==> src/rtl/draw_sched_pkg.sv <==
`default_nettype none
// +----------------------------------------------------------------------+
// | draw_sched_pkg : shared constants, state encoding, helper functions  |
// | rev 1.0                                                              |
// +----------------------------------------------------------------------+
package draw_sched_pkg;

  localparam int NUM_REQ = 4;
  localparam int IDX_W   = 2;
  localparam int POS_W   = 3;

  localparam logic [POS_W-1:0] MAX_PRESS_POS = 3'd5;
  localparam logic [POS_W-1:0] MAX_GARB_POS  = 3'd3;

  localparam logic [IDX_W-1:0] REQ_PRESS_ERASE = 2'd0;
  localparam logic [IDX_W-1:0] REQ_PRESS_DRAW  = 2'd1;
  localparam logic [IDX_W-1:0] REQ_GARB_DRAW   = 2'd2;
  localparam logic [IDX_W-1:0] REQ_GARB_ERASE  = 2'd3;

  localparam logic [1:0] ST_IDLE = 2'd0;
  localparam logic [1:0] ST_HOLD = 2'd1;
  localparam logic [1:0] ST_DONE = 2'd2;

  function automatic logic [IDX_W-1:0] onehot_to_idx(input logic [NUM_REQ-1:0] oh);
    logic [IDX_W-1:0] idx;
    idx = '0;
    for (int i = 0; i < NUM_REQ; i++) begin
      if (oh[i]) idx = idx | IDX_W'(i);
    end
    return idx;
  endfunction

  // item=1 selects the press (positions 0..5), item=0 the garbage (0..3)
  function automatic logic pos_valid(input logic item, input logic [POS_W-1:0] pos);
    return item ? (pos <= MAX_PRESS_POS) : (pos <= MAX_GARB_POS);
  endfunction

endpackage
`default_nettype wire

==> src/rtl/draw_scheduler_if.sv <==
`default_nettype none
// +----------------------------------------------------------------------+
// | draw_scheduler_if : requester and drawer-command bundle              |
// | rev 1.0                                                              |
// +----------------------------------------------------------------------+
interface draw_scheduler_if;

  logic [3:0]  req;
  logic [3:0]  req_item;
  logic [3:0]  req_erase;
  logic [11:0] req_pos;
  logic [3:0]  gnt;
  logic [3:0]  done;
  logic        err;
  logic        cmd_valid;
  logic        item;
  logic        erase;
  logic [2:0]  position;
  logic        busy;

  modport master (
    output req, req_item, req_erase, req_pos,
    input  gnt, done, err, cmd_valid, item, erase, position, busy
  );

  modport slave (
    input  req, req_item, req_erase, req_pos,
    output gnt, done, err, cmd_valid, item, erase, position, busy
  );

endinterface
`default_nettype wire

==> src/rtl/draw_scheduler_rr_arbiter.sv <==
`default_nettype none
// +----------------------------------------------------------------------+
// | rr_arbiter : combinational round-robin pick after last_grant         |
// | rev 1.0                                                              |
// +----------------------------------------------------------------------+
module rr_arbiter
  import draw_sched_pkg::*;
(
  input  logic [NUM_REQ-1:0] req,
  input  logic [IDX_W-1:0]   last_grant,
  output logic [NUM_REQ-1:0] pick,
  output logic               any
);

  always_comb begin
    logic [IDX_W-1:0] v_idx;
    logic             v_found;
    pick    = '0;
    v_idx   = '0;
    v_found = 1'b0;
    for (int k = 0; k < NUM_REQ; k++) begin
      v_idx = last_grant + IDX_W'(k + 1);
      if (!v_found && req[v_idx]) begin
        pick[v_idx] = 1'b1;
        v_found     = 1'b1;
      end
    end
    any = v_found;
  end

endmodule
`default_nettype wire

==> src/rtl/draw_scheduler.sv <==
`default_nettype none
// +----------------------------------------------------------------------+
// | draw_scheduler : round-robin job scheduler driving one drawer        |
// | rev 1.0                                                              |
// +----------------------------------------------------------------------+
module draw_scheduler #(
  parameter int DRAW_CYCLES = 2402,
  parameter int NUM_REQ     = 4
) (
  input  logic             CLOCK_50,
  input  logic             reset,
  draw_scheduler_if.slave  bus
);

  import draw_sched_pkg::*;

  localparam int               c_cnt_w    = (DRAW_CYCLES > 1) ? $clog2(DRAW_CYCLES) : 1;
  localparam logic [c_cnt_w-1:0] c_last_cnt = c_cnt_w'(DRAW_CYCLES - 1);

  logic [1:0]         r_state;
  logic [1:0]         w_next_state;
  logic [c_cnt_w-1:0] r_cnt;
  logic [IDX_W-1:0]   r_last_grant;
  logic [NUM_REQ-1:0] r_sel;
  logic               r_item;
  logic               r_erase;
  logic [POS_W-1:0]   r_pos;
  logic               r_err;

  logic [NUM_REQ-1:0] w_pick;
  logic               w_any;
  logic [IDX_W-1:0]   w_idx;
  logic               w_item;
  logic               w_erase;
  logic [POS_W-1:0]   w_pos;
  logic               w_valid;

  rr_arbiter u_arb (
    .req        (bus.req),
    .last_grant (r_last_grant),
    .pick       (w_pick),
    .any        (w_any)
  );

  // Mux the picked requester's job fields
  always_comb begin
    w_item  = 1'b0;
    w_erase = 1'b0;
    w_pos   = '0;
    for (int i = 0; i < NUM_REQ; i++) begin
      if (w_pick[i]) begin
        w_item  = bus.req_item[i];
        w_erase = bus.req_erase[i];
        w_pos   = bus.req_pos[i*POS_W +: POS_W];
      end
    end
  end

  assign w_idx   = onehot_to_idx(w_pick);
  assign w_valid = pos_valid(w_item, w_pos);

  always_ff @(posedge CLOCK_50 or posedge reset) begin
    if (reset) r_state <= ST_IDLE;
    else       r_state <= w_next_state;
  end

  always_comb begin
    w_next_state = r_state;
    case (r_state)
      ST_IDLE: if (w_any) w_next_state = w_valid ? ST_HOLD : ST_DONE;
      ST_HOLD: if (r_cnt == c_last_cnt) w_next_state = ST_DONE;
      ST_DONE: w_next_state = ST_IDLE;
      default: w_next_state = ST_IDLE;
    endcase
  end

  // Job fields are captured only at selection, so requester changes during HOLD are ignored
  always_ff @(posedge CLOCK_50 or posedge reset) begin
    if (reset) begin
      r_cnt        <= '0;
      r_last_grant <= REQ_GARB_ERASE;
      r_sel        <= '0;
      r_item       <= 1'b0;
      r_erase      <= 1'b0;
      r_pos        <= '0;
      r_err        <= 1'b0;
    end else begin
      case (r_state)
        ST_IDLE: begin
          r_cnt <= '0;
          if (w_any) begin
            r_sel        <= w_pick;
            r_item       <= w_item;
            r_erase      <= w_erase;
            r_pos        <= w_pos;
            r_err        <= ~w_valid;
            r_last_grant <= w_idx;
          end
        end
        ST_HOLD: begin
          if (r_cnt == c_last_cnt) r_cnt <= '0;
          else                     r_cnt <= r_cnt + c_cnt_w'(1);
        end
        default: r_cnt <= '0;
      endcase
    end
  end

  always_comb begin
    bus.gnt       = '0;
    bus.done      = '0;
    bus.err       = 1'b0;
    bus.cmd_valid = 1'b0;
    bus.item      = 1'b0;
    bus.erase     = 1'b0;
    bus.position  = '0;
    bus.busy      = (r_state != ST_IDLE);
    case (r_state)
      ST_HOLD: begin
        bus.gnt       = r_sel;
        bus.cmd_valid = 1'b1;
        bus.item      = r_item;
        bus.erase     = r_erase;
        bus.position  = r_pos;
      end
      ST_DONE: begin
        bus.done = r_sel;
        bus.err  = r_err;
      end
      default: ;
    endcase
  end

endmodule
`default_nettype wire

==> src/flat_wrapper.sv <==
// flat-port wrapper written by rule: the top's interface ports become plain ports
module draw_scheduler_flat import draw_sched_pkg::*;
#(
  parameter int DRAW_CYCLES = 2402,
  parameter int NUM_REQ     = 4
)
  (CLOCK_50, reset, bus_req, bus_req_item, bus_req_erase, bus_req_pos, bus_gnt, bus_done, bus_err, bus_cmd_valid, bus_item, bus_erase, bus_position, bus_busy);
  draw_scheduler_if bus_i ();
  input  logic CLOCK_50;
  input  logic reset;
  input wire logic [$bits(bus_i.req)-1:0] bus_req;
  input wire logic [$bits(bus_i.req_item)-1:0] bus_req_item;
  input wire logic [$bits(bus_i.req_erase)-1:0] bus_req_erase;
  input wire logic [$bits(bus_i.req_pos)-1:0] bus_req_pos;
  output wire logic [$bits(bus_i.gnt)-1:0] bus_gnt;
  output wire logic [$bits(bus_i.done)-1:0] bus_done;
  output wire logic [$bits(bus_i.err)-1:0] bus_err;
  output wire logic [$bits(bus_i.cmd_valid)-1:0] bus_cmd_valid;
  output wire logic [$bits(bus_i.item)-1:0] bus_item;
  output wire logic [$bits(bus_i.erase)-1:0] bus_erase;
  output wire logic [$bits(bus_i.position)-1:0] bus_position;
  output wire logic [$bits(bus_i.busy)-1:0] bus_busy;
  assign bus_i.req = bus_req;
  assign bus_i.req_item = bus_req_item;
  assign bus_i.req_erase = bus_req_erase;
  assign bus_i.req_pos = bus_req_pos;
  assign bus_gnt = bus_i.gnt;
  assign bus_done = bus_i.done;
  assign bus_err = bus_i.err;
  assign bus_cmd_valid = bus_i.cmd_valid;
  assign bus_item = bus_i.item;
  assign bus_erase = bus_i.erase;
  assign bus_position = bus_i.position;
  assign bus_busy = bus_i.busy;
  draw_scheduler #(.DRAW_CYCLES(DRAW_CYCLES), .NUM_REQ(NUM_REQ)) u_core (.CLOCK_50(CLOCK_50), .reset(reset), .bus(bus_i));
endmodule
==> config.mk <==
export PLATFORM = sky130hd
export DESIGN_NAME = draw_scheduler_flat
export DESIGN_NICKNAME = d
export VERILOG_FILES = /design/src/rtl/draw_sched_pkg.sv /design/src/rtl/draw_scheduler_if.sv /design/src/rtl/draw_scheduler_rr_arbiter.sv /design/src/rtl/draw_scheduler.sv /design/src/flat_wrapper.sv
export SDC_FILE = /design/constraint.sdc
export NUM_CORES = 1
export LEC_CHECK = 0
export BUFFER_PORTS_ARGS = -buffer_cell sky130_fd_sc_hd__buf_2
export CAP_MARGIN = 20
export CELL_PAD_IN_SITES_DETAIL_PLACEMENT = 0
export CELL_PAD_IN_SITES_GLOBAL_PLACEMENT = 1
export CORE_MARGIN = 2
export CORE_UTILIZATION = 40
export CTS_CLUSTER_DIAMETER = 40
export DETAILED_ROUTE_END_ITERATION = 8
export PLACE_DENSITY_LB_ADDON = 0.12
export SYNTH_ARGS = -nofsm -noshare
export SYNTH_HDL_FRONTEND = slang
export SYNTH_SLANG_ARGS = --single-unit
==> constraint.sdc <==
create_clock -name CLOCK_50 -period 3.61 [get_ports CLOCK_50]
set_input_delay 0.361 -clock CLOCK_50 [delete_from_list [all_inputs] [get_ports CLOCK_50]]
set_output_delay 0.361 -clock CLOCK_50 [all_outputs]
set_load 0.1 [all_outputs]
==> results_dict.tcl <==
set metrics [dict create \
    syn_inst 203 \
    yosys.cell_types.count 44 \
    synth_edf_count 0 \
    row_count 24 \
    drtAntennaViolNets 0 \
    netlist_area_um2 1827 \
    drt-initial-drc-count 52 \
    crit_type "reg -> reg" \
    grt_pass1_vias 1525 \
    ys_seq_area_share_pct 35.75 \
    dr.pass1.iters 4 \
    synth_compound_area_share_pct 17.19 \
    post_cts_resized 0 \
    gp_congestion 0.7269 \
    fin_util_pct 49.77 \
    min_period_over_period_pct 85.66 \
    grt_pass1_wl_um 7079 \
    slew_viol_final 0 \
    end_kind "flip-flop" \
    synth_seq_cells 26 \
    tightest_slew_ns 0.6928 \
    async_reset_ff_share_pct 100.0 \
    die_w_um 71.58 \
    num_vias 1592 \
    cts_hold_buf 0 \
    arrival_ns 3.27 \
    synth_top_family_by_area "simple AND/OR/NAND/NOR gates" \
    synthAdderAreaFrac_pct 6.849 \
    finalSetupViolCount 0 \
    drc 0 \
    synthSimpleGateAreaFrac_pct 27.05 \
    syn_avg_cell_area_um2 8.999 \
    synthMuxAreaShare_pct 3.699 \
    antenna_found_initial 0 \
    antenna_cells 0 \
    routedWlPerCell_um 14.07 \
    htreeDepth 1 \
    synth_warnings 0 \
    nNetsFinal 282 \
    critPathLaunchType "flip-flop" \
    required_ns 3.79 \
    syn_nets 239 \
    cap_violations 0 \
    regArea_um2 653.1 \
    start_util_pct 41.67 \
    clock_path_buffers 2 \
    synth_xor_area_share_pct 4.795 \
    cts_setup_buffers 0 \
    drive_above_1_share_pct 25.31 \
    fmax_mhz 323.4 \
    grt_usage_pct 17.03 \
    syn_to_final_growth_pct 19.45 \
    cts_root_buffer "clkbuf_8" \
    violations "hold timing" \
    multiInputGateArea_um2 1089 \
    io-pin-count 42 \
    numCtsBuffers 3 \
    tns_ns 0 \
    hold_viol 1 \
    fillers 430 \
    grt-ovfl-total 0 \
    rsz0062_at_grt "false" \
    finalCriticalPeriod_ns 3.092 \
    clkLatencyLatePin_ns 0.27 \
    final_common_cell "buf_2" \
    core-area_um2 4384 \
    grt_max_degree 27 \
    path_clk_slew_ns 0.10 \
    io_buffer_count 41 \
    fin_hold_ws_ns -0.002581 \
    cts_tree "done" \
    via_per_inst 5.360 \
    maxSlewHeadroom_pct 53.72 \
    hold_path.class "in -> async" \
    ys.flop_type "dfrtp_1" \
    cts_sinks 26 \
    layout_common_cells "buf_2 (41), nor2_1 (34), dfrtp_1 (24)" \
    dieArea_um2 5124 \
    critPathMaxFanout 13 \
    status "finished with violations" \
    clock_skew_ns 0.01346 \
    dp.final_hpwl_um 3095 \
    die_h_um 71.58 \
    routed_wl_um 4179 \
]
-- flip-flops by register name, indices dropped and copies added (netlist names) --
name,count
u_core.r_cnt,12
u_core.r_erase,1
u_core.r_err,1
u_core.r_item,1
u_core.r_last_grant,2
u_core.r_pos,3
u_core.r_sel,4
u_core.r_state,2
-- synthesized netlist by cell type (all sizes together), types with 2 or more instances --
cell / n / area share, %
a21oi: 18 / 4.9
a221o: 3 / 1.6
mux4: 3 / 3.7
buf: 4 / 1.8
nand2: 7 / 1.4
nand3: 8 / 2.2
xor2: 6 / 2.9
dfstp: 2 / 2.9
ha: 10 / 6.8
nand3b: 3 / 1.2
a221oi: 2 / 1.3
nor2b: 4 / 1.4
clkbuf: 5 / 1.0
nor4b: 3 / 1.4
dfrtp: 24 / 33
nand4b: 2 / 0.96
a21o: 5 / 2.5
o21ai: 5 / 1.4
nand2b: 4 / 1.4
nor2: 34 / 7.0
inv: 9 / 1.8
and2: 14 / 4.8
a311o: 3 / 1.6
a311oi: 3 / 1.8
xnor2: 4 / 1.9
and3: 5 / 1.7
-- path summary, 6_finish.rpt --
path	from	to	slack, ns	cells past startpoint
min in group CLOCK_50	bus_req_pos[9]	u_core.r_pos[0]	0.38	3
hold reg to reg	u_core.r_err	u_core.r_err	0.48	1
max in group asynchronous	reset	u_core.r_last_grant[0]	3.14	3
setup / recovery	u_core.r_last_grant[0]	u_core.r_state[1]	0.52	9
hold / removal	reset	u_core.r_cnt[6]	-0.003	2
setup reg to reg	u_core.r_last_grant[0]	u_core.r_state[1]	0.52	9
-- critical path, cell delays in order (launching register included) --
cell and delay, ns:
dfstp_2 0.70, inv_1 0.14, ha_1 0.34, mux4_2 0.43, a221o_1 0.40, a21o_4 0.22
a311oi_2 0.29, a2bb2oi_2 0.21, nor3_1 0.09, a21o_1 0.16
-- layout make-up --
class                   instances  area share (%)
clock buffers                   3           1.892
clock inverters                 1           1.376
inverters                       9           1.548
multi-input cells             159           49.89
flip-flops and latches         26           29.93
well taps                      52           2.982
repair buffers                 47           12.39
-- layer usage --
| metal | share of wire [%] | GRT usage, % |
|---|---|---|
| met3 | 5.3 | 3.094 |
| met4 | 0.29 | 1.887 |
| met2 | 43 | 26.13 |
| met1 | 51 | 26.01 |
| met5 | 0 | 0 |
-- per-stage QoR --
step	instances	cell area (µm²)	hold slack (ns)	setup slack, ns
after global routing	297	2182	0.004356	0.2648
after global placement	292	2083	0.4561	0.5838
after floorplan	203	1827	0.3995	0.7045
after CTS	296	2155	0.3374	0.5158
final	297	2182	-0.002581	0.5176
after detailed placement	292	2083	0.4585	0.5203
-- cell families after synthesis --
family,count (synthesis)
and+or+nand+nor,93
adders and majority gates,10
buffers and inverters,18
xor gates and xnor gates,10
DFF,26
AOI/OAI and AO/OA,43
muxes,3
Power is left out: the tool's default activity adds up to more than one toggle a clock period on the data nets, which glitch-free logic cannot reach.
